File: config.mk
export PLATFORM = sky130hd
export DESIGN_NAME = sd_sector_reader
export DESIGN_NICKNAME = d
export VERILOG_FILES = /design/src/rtl/sd_pkg.sv /design/src/rtl/sd_spi_xfer.sv /design/src/rtl/sd_sector_reader.sv
export SDC_FILE = /design/constraint.sdc
export NUM_CORES = 1
export LEC_CHECK = 0
export BUFFER_PORTS_ARGS = -buffer_cell sky130_fd_sc_hd__buf_2
export CAP_MARGIN = 40
export CORE_ASPECT_RATIO = 1.25
export CORE_UTILIZATION = 51
export DETAILED_ROUTE_END_ITERATION = 7
export PLACE_DENSITY = 0.74
export SETUP_SLACK_MARGIN = 0.15
export SYNTH_ARGS = -nofsm -noshare
export SYNTH_HDL_FRONTEND = slang
export SYNTH_SLANG_ARGS = --single-unit
File: constraint.sdc
create_clock -name clock -period 2.48 [get_ports clock]
set_clock_uncertainty 0.15 [all_clocks]
set_input_delay 0.62 -clock clock [delete_from_list [all_inputs] [get_ports clock]]
set_output_delay 0.62 -clock clock [all_outputs]
set_load 0.05 [all_outputs]
File: src/rtl/sd_pkg.sv
// Shared constants and state encodings for the SD sector reader and its
// SPI engine handshake.
package sd_pkg;

    localparam logic [1:0] SPI_CMD_INIT = 2'd0;
    localparam logic [1:0] SPI_CMD_XFER = 2'd1;
    localparam logic [1:0] SPI_CMD_CSLO = 2'd2;
    localparam logic [1:0] SPI_CMD_CSHI = 2'd3;

    localparam logic [7:0] CMD17_OP    = 8'h51;
    localparam logic [7:0] TOKEN_START = 8'hFE;
    localparam logic [7:0] TOKEN_IDLE  = 8'hFF;

    typedef enum logic [2:0] {
        ERR_OK            = 3'd0,
        ERR_R1_TIMEOUT    = 3'd1,
        ERR_R1_NONZERO    = 3'd2,
        ERR_TOKEN_TIMEOUT = 3'd3,
        ERR_DATA_TOKEN    = 3'd4
    } err_code_t;

    typedef enum logic [3:0] {
        IDLE, CS_LO, CMD, R1, TOK, DATA, CRC, CS_HI, FIN
    } rd_state_t;

    typedef enum logic [1:0] {
        T_IDLE, T_ISSUE, T_WAIT, T_GAP
    } xfer_state_t;

endpackage

File: src/rtl/sd_spi_xfer.sv
// One engine operation: raise spi_sent until the engine goes busy, wait for
// it to finish, then keep spi_sent low long enough for its edge latch.
module sd_spi_xfer
    import sd_pkg::*;
#(
    parameter int GAP_CYCLES = 2
) (
    input  logic       clock,
    input  logic       reset,
    input  logic       start,
    input  logic [1:0] cmd,
    input  logic [7:0] tx,
    output logic       xfer_done,
    output logic [7:0] rx,
    output logic       spi_sent,
    output logic [1:0] spi_cmd,
    output logic [7:0] spi_out,
    input  logic [7:0] spi_din,
    input  logic       eng_busy
);

    xfer_state_t state, state_n;
    logic        pend;
    logic [7:0]  gap_cnt;

    always_ff @(posedge clock) begin
        if (reset) begin
            state   <= T_IDLE;
            pend    <= 1'b0;
            spi_cmd <= SPI_CMD_INIT;
            spi_out <= TOKEN_IDLE;
            rx      <= TOKEN_IDLE;
            gap_cnt <= 8'd0;
        end else begin
            state <= state_n;
            // cmd/tx are captured here so they stay stable for the whole op
            if (start) begin
                pend    <= 1'b1;
                spi_cmd <= cmd;
                spi_out <= tx;
            end else if (state == T_IDLE && state_n == T_ISSUE) begin
                pend <= 1'b0;
            end
            if (state == T_WAIT && !eng_busy)
                rx <= spi_din;
            gap_cnt <= (state == T_GAP) ? gap_cnt + 8'd1 : 8'd0;
        end
    end

    always_comb begin
        state_n   = state;
        spi_sent  = 1'b0;
        xfer_done = 1'b0;
        case (state)
            T_IDLE:  if (pend && !eng_busy) state_n = T_ISSUE;
            T_ISSUE: begin
                spi_sent = 1'b1;
                if (eng_busy) state_n = T_WAIT;
            end
            T_WAIT:  if (!eng_busy) state_n = T_GAP;
            T_GAP: begin
                if (gap_cnt == 8'(GAP_CYCLES - 1)) begin
                    xfer_done = 1'b1;
                    state_n   = T_IDLE;
                end
            end
            default: state_n = T_IDLE;
        endcase
    end

endmodule

File: src/rtl/sd_sector_reader.sv
// CMD17 single-sector read sequencer driving the byte-level SPI SD engine;
// received data bytes are streamed out on a buffer write port.
module sd_sector_reader
    import sd_pkg::*;
#(
    parameter int R1_POLL_MAX    = 8,
    parameter int TOKEN_POLL_MAX = 4096,
    parameter int GAP_CYCLES     = 2
) (
    input  logic        clock,
    input  logic        reset,
    input  logic        rd_req,
    input  logic [31:0] lba,
    input  logic        sdhc,
    output logic        busy,
    output logic        done,
    output logic        error,
    output logic [2:0]  err_code,
    output logic [7:0]  r1,
    output logic        data_we,
    output logic [8:0]  data_addr,
    output logic [7:0]  data_out,
    output logic        spi_sent,
    output logic [1:0]  spi_cmd,
    output logic [7:0]  spi_out,
    input  logic [7:0]  spi_din,
    input  logic [1:0]  spi_st
);

    rd_state_t   state, state_n;
    err_code_t   err_q, err_n;
    logic [12:0] cnt, cnt_n;
    logic [31:0] arg;
    logic        inflight, start, op_active, xfer_done;
    logic [1:0]  op_cmd;
    logic [7:0]  op_tx, rx;
    logic        accept, finish, r1_cap, data_wr, addr_clr;
    logic        spi_st_unused;

    assign spi_st_unused = spi_st[1];
    assign err_code      = err_q;
    // a new op is launched the cycle after the previous one reports done
    assign start         = op_active && !inflight;

    sd_spi_xfer #(.GAP_CYCLES(GAP_CYCLES)) u_xfer (
        .clock     (clock),
        .reset     (reset),
        .start     (start),
        .cmd       (op_cmd),
        .tx        (op_tx),
        .xfer_done (xfer_done),
        .rx        (rx),
        .spi_sent  (spi_sent),
        .spi_cmd   (spi_cmd),
        .spi_out   (spi_out),
        .spi_din   (spi_din),
        .eng_busy  (spi_st[0])
    );

    always_ff @(posedge clock) begin
        if (reset) begin
            state     <= IDLE;
            err_q     <= ERR_OK;
            cnt       <= 13'd0;
            inflight  <= 1'b0;
            busy      <= 1'b0;
            done      <= 1'b0;
            error     <= 1'b0;
            r1        <= 8'hFF;
            data_we   <= 1'b0;
            data_addr <= 9'd0;
            data_out  <= 8'd0;
        end else begin
            state   <= state_n;
            err_q   <= err_n;
            cnt     <= cnt_n;
            done    <= finish;
            data_we <= data_wr;
            if (start)          inflight <= 1'b1;
            else if (xfer_done) inflight <= 1'b0;
            if (accept) begin
                busy  <= 1'b1;
                error <= 1'b0;
            end
            if (finish) begin
                busy  <= 1'b0;
                error <= (err_n != ERR_OK);
            end
            if (r1_cap) r1 <= rx;
            if (addr_clr) data_addr <= 9'd0;
            if (data_wr) begin
                data_out  <= rx;
                data_addr <= cnt[8:0];
            end
        end
    end

    always_ff @(posedge clock) begin
        if (accept) arg <= sdhc ? lba : {lba[22:0], 9'd0};
    end

    always_comb begin
        state_n   = state;
        err_n     = err_q;
        cnt_n     = cnt;
        op_active = 1'b1;
        op_cmd    = SPI_CMD_XFER;
        op_tx     = TOKEN_IDLE;
        accept    = 1'b0;
        finish    = 1'b0;
        r1_cap    = 1'b0;
        data_wr   = 1'b0;
        addr_clr  = 1'b0;
        case (state)
            IDLE: begin
                op_active = 1'b0;
                if (rd_req) begin
                    accept  = 1'b1;
                    err_n   = ERR_OK;
                    state_n = CS_LO;
                end
            end
            CS_LO: begin
                op_cmd = SPI_CMD_CSLO;
                if (xfer_done) begin
                    state_n = CMD;
                    cnt_n   = 13'd0;
                end
            end
            CMD: begin
                case (cnt[2:0])
                    3'd0:    op_tx = CMD17_OP;
                    3'd1:    op_tx = arg[31:24];
                    3'd2:    op_tx = arg[23:16];
                    3'd3:    op_tx = arg[15:8];
                    3'd4:    op_tx = arg[7:0];
                    default: op_tx = TOKEN_IDLE;
                endcase
                if (xfer_done) begin
                    cnt_n = cnt + 13'd1;
                    if (cnt == 13'd5) begin
                        state_n = R1;
                        cnt_n   = 13'd0;
                    end
                end
            end
            R1: begin
                if (xfer_done) begin
                    r1_cap = 1'b1;
                    cnt_n  = cnt + 13'd1;
                    if (!rx[7]) begin
                        state_n = (rx == 8'h00) ? TOK : CS_HI;
                        cnt_n   = 13'd0;
                        if (rx != 8'h00) err_n = ERR_R1_NONZERO;
                    end else if (cnt == 13'(R1_POLL_MAX - 1)) begin
                        err_n   = ERR_R1_TIMEOUT;
                        state_n = CS_HI;
                        cnt_n   = 13'd0;
                    end
                end
            end
            TOK: begin
                if (xfer_done) begin
                    cnt_n = cnt + 13'd1;
                    if (rx == TOKEN_START) begin
                        state_n  = DATA;
                        cnt_n    = 13'd0;
                        addr_clr = 1'b1;
                    end else if (rx[7:5] == 3'b000) begin
                        err_n   = ERR_DATA_TOKEN;
                        state_n = CS_HI;
                        cnt_n   = 13'd0;
                    end else if (cnt == 13'(TOKEN_POLL_MAX - 1)) begin
                        err_n   = ERR_TOKEN_TIMEOUT;
                        state_n = CS_HI;
                        cnt_n   = 13'd0;
                    end
                end
            end
            DATA: begin
                if (xfer_done) begin
                    data_wr = 1'b1;
                    cnt_n   = cnt + 13'd1;
                    if (cnt == 13'd511) begin
                        state_n = CRC;
                        cnt_n   = 13'd0;
                    end
                end
            end
            CRC: begin
                if (xfer_done) begin
                    cnt_n = cnt + 13'd1;
                    if (cnt == 13'd1) begin
                        state_n = CS_HI;
                        cnt_n   = 13'd0;
                    end
                end
            end
            CS_HI: begin
                // first op releases CS, second clocks 8 bits with CS high
                if (cnt == 13'd0) op_cmd = SPI_CMD_CSHI;
                if (xfer_done) begin
                    if (cnt == 13'd0) begin
                        cnt_n = 13'd1;
                    end else begin
                        state_n = FIN;
                        finish  = 1'b1;
                    end
                end
            end
            FIN: begin
                op_active = 1'b0;
                state_n   = IDLE;
            end
            default: begin
                op_active = 1'b0;
                state_n   = IDLE;
            end
        endcase
    end

endmodule

==> flow_summary.toml <==
[status]
run_status = "completed"

[logic_synthesis]
yosys-top-cells-area = "dfxtp_1 31%, edfxtp_1 19%, mux2_2 5.0%"
instance_count_of_the_mapped_netlist = 538
yosysTopAreaCellShare_pct = 30.61
synthArstFlopShare_pct = 0
postSynthNetCount = 591
mappedNetlistArea_mm2 = 0.005167
syn-mean-instance-area_um2 = 9.605
synthDominantAreaCellType = "dfxtp_1"
ys_dominant_reg_cell = "dfxtp_1"
ys_seq_area_share_pct = 49.20
yosysUniqueCellTypes = 59
ys_ff_latch = 111
ys_warn_count = 0
post_synth_edffs = 32

[detailed_routing]
wire_length_on_met1_um = 5069
met3RoutedLength_um = 634
ant_nets = 0
via_count = 4592
wire_per_inst_um = 15.98
detailedRoute.firstIterationViolations = 299
route.detailed.drc = 0
dr.max_layer_used = "met4"
avgViaCountPerCell = 5.769
drt-total-wl_um = 12720
met2_wirelength_um = 6634
firstDrtPassIters = 5

[clocking]
clock_tree.htree_level_count = 3
cts.hold.buffers_added = 0
cts-root-buf = "clkbuf_16"
cts_tree = "built"
tritoncts.num_buffers = 9
insertion_delay_ns = 0.35
clockBufferDepth = 2
clkSlewWorstSetupHoldPaths_ns = 0.07
cts.sinks = 111

[setup_path]
path_cells = "or4_4, nor4_4, o22a_2, and3_4, buf_6, nor3_2, a221o_1"
worst_path_max_delay_cell = "or4_4"
end_kind = "flop"
worstPathRequired_ns = 2.56
worstSetupStartpointType = "flop"
cp_data_arrival_time_ns = 2.42
timing.critical_path.fanout_max = 5
crit_type = "reg2reg"
r2r.worst_path.cells = 7
regToRegSetupSlack_ns = 0.15
critPathMaxStageDelay_ns = 0.59

[cells_and_area]
final_net_count = 718
post_route_cells_drive_above_1_share_pct = 37.31
layout-area-overhead-vs-synth_pct = 28.79
stdcell_area_mm2 = 0.006655
n_antenna_cell = 0

[sta]
timing.final.crit_share_pct = 94.15
post-route-min-period_ns = 2.335
setup_slack_ns = 0.1451
final-hold-violation-count = 0
maxSlewViolCount = 0
finalSetupViolations = 0
grt_setup_unrepaired = "true"
worst_pin_slew_ns = 0.5577
slew_headroom_pct = 62.82
setup_total_negative_slack_ns = 0
max_clock_freq_ghz = 0.4283

[min_path]
hold_class = "reg2reg"
min_delay_path_depth = 1

[floorplan]
core_mm2 = 0.009709
floorplan.die.height_um = 114.5
std_cell_rows = 40
effective_utilization_at_floorplan_pct = 53.22
die-area_mm2 = 0.01054
io_pins = 89
die_w_um = 92.03

[power_and_ir_drop]
swShare_pct = 26.24
total_switching_power_w = 0.001069
ir_drop_v = 0.0003713
cellInternalPower_w = 0.003004
power_leakage_nw = 2.578
power-per-cell-area_mw_per_mm2 = 612.0
power.share.combinational_pct = 13.4
power_frac_seq_pct = 50.3
power.clock.fraction_pct = 36.3

[grt]
antenna_found_initial = 0
grt_pass1_wl_um = 20210
first_global_vias = 4392
largest_net_degree_at_the_start_of_global_routing = 34
globalRoute.totalOverflow = 0
grt_util_all_layers_pct = 24.23

[place]
hpwlAfterDp_um = 9061
port-buffer-count = 87
dp_slack_ns = 0.03397
gp_congestion = 0.8638
placedInstanceArea_mm2 = 0.006060

[flow_run]
drv_cap = 0
==> layer usage <==
metal	global-route usage, %	vias to the layer above
met3	4.250	37
met1	27.48	2171
li1	-	2225
met4	11.56	0
met5	0	-
met2	43.88	159
==> layout make-up <==
| type | instances | area, um2 |
|---|---|---|
| Clock inverter | 7 | 81.33 |
| Multi-Input combinational cell | 383 | 2665 |
| Inverter | 10 | 41.29 |
| Timing Repair Buffer | 150 | 923.4 |
| Tap cell | 126 | 157.7 |
| Sequential cell | 111 | 2561 |
| Clock buffer | 9 | 225.2 |
| Fill cell | 738 | 3054 |
==> worst max-delay path, delay by kind of cell, from the launching register on <==
kind,cells,cell delay [ns]
DFF,1,0.32
and+or+nand+nor,4,1.14
AOI/OAI and AO/OA,2,0.47
buffers and inverters,1,0.13
==> power groups by stage <==
stage                     Clock [W]  Sequential, W  Combinational [W]
after CTS                   0.00150        0.00205           0.000536
after global placement            0        0.00208           0.000506
final                       0.00148        0.00205           0.000547
after floorplan                   0        0.00214           0.000284
after detailed placement          0        0.00209           0.000517
after global routing        0.00157        0.00206           0.000597
==> logic make-up after synthesis <==
| group | after synthesis | synth area share (%) |
|---|---|---|
| xor+xnor | 7 | 1.186 |
| compound gates | 120 | 16.30 |
| flops | 111 | 49.20 |
| fa+ha+maj | 7 | 1.695 |
| mux | 23 | 5.012 |
| buf+inv | 44 | 3.438 |
| simple gates | 226 | 23.17 |
==> synth_stat cells (all sizes together), types with 10 or more instances <==
library cell	number
a21oi	25
inv	10
dfxtp	79
mux2	23
nand2	58
edfxtp	32
nor2b	13
clkbuf	30
nor3	21
nor2	40
nand3	22
a22oi	17
o21ai	19
and2	11
nand2b	13
==> state kept, by name, summed over array words and instances (netlist names), 3 cells and up <==
signal	flops
u_xfer.spi_out	8
data_addr	9
err_code	3
arg	32
state	4
cnt	13
data_out	8
u_xfer.rx	8
u_xfer.gap_cnt	8
r1	8
==> worst paths after layout <==
path	to	start
max	cnt[8]$_SDFFE_PP0P_	cnt[11]$_SDFFE_PP0P_
max reg2reg	cnt[8]$_SDFFE_PP0P_	cnt[11]$_SDFFE_PP0P_
min reg2reg	u_xfer.gap_cnt[0]$_SDFF_PP0_	u_xfer.gap_cnt[0]$_SDFF_PP0_
min	u_xfer.gap_cnt[0]$_SDFF_PP0_	u_xfer.gap_cnt[0]$_SDFF_PP0_
==> stage by stage <==
stage                     utilization (%)  instances  hold slack, ns  power [W]
final                               68.54        796          0.3004   0.004073
after floorplan                         -        538          0.2912   0.002427
after global routing                68.54        796          0.3187   0.004224
after detailed placement            62.41        770          0.2970   0.002604
after CTS                           66.48        792          0.3050   0.004077
after global placement              62.41        770          0.2864   0.002588
==> cell usage in the layout (no fill, tap or decap), types with 6 or more instances in the layout <==
cell type,instances
a211o_1,9
a21oi_1,23
a221o_1,6
a22o_1,9
a22oi_1,16
a31oi_1,6
and2_1,11
buf_2,87
buf_4,59
clkbuf_16,9
dfxtp_1,66
dfxtp_2,12
edfxtp_1,32
inv_1,8
mux2_2,23
nand2_1,57
nand2b_1,10
nand3_1,20
nand3b_1,7
nor2_1,40
nor2b_1,10
nor3_1,15
nor4_1,6
o21ai_0,17
o22ai_1,7
or2_2,6
==> what timing repair did <==
item	in CTS	in global routing
setup buffers	6	4
setup endpoints to repair	14	33
resized for setup	14	42
pin swaps	9	17
(Power assumes the default switching activity.)
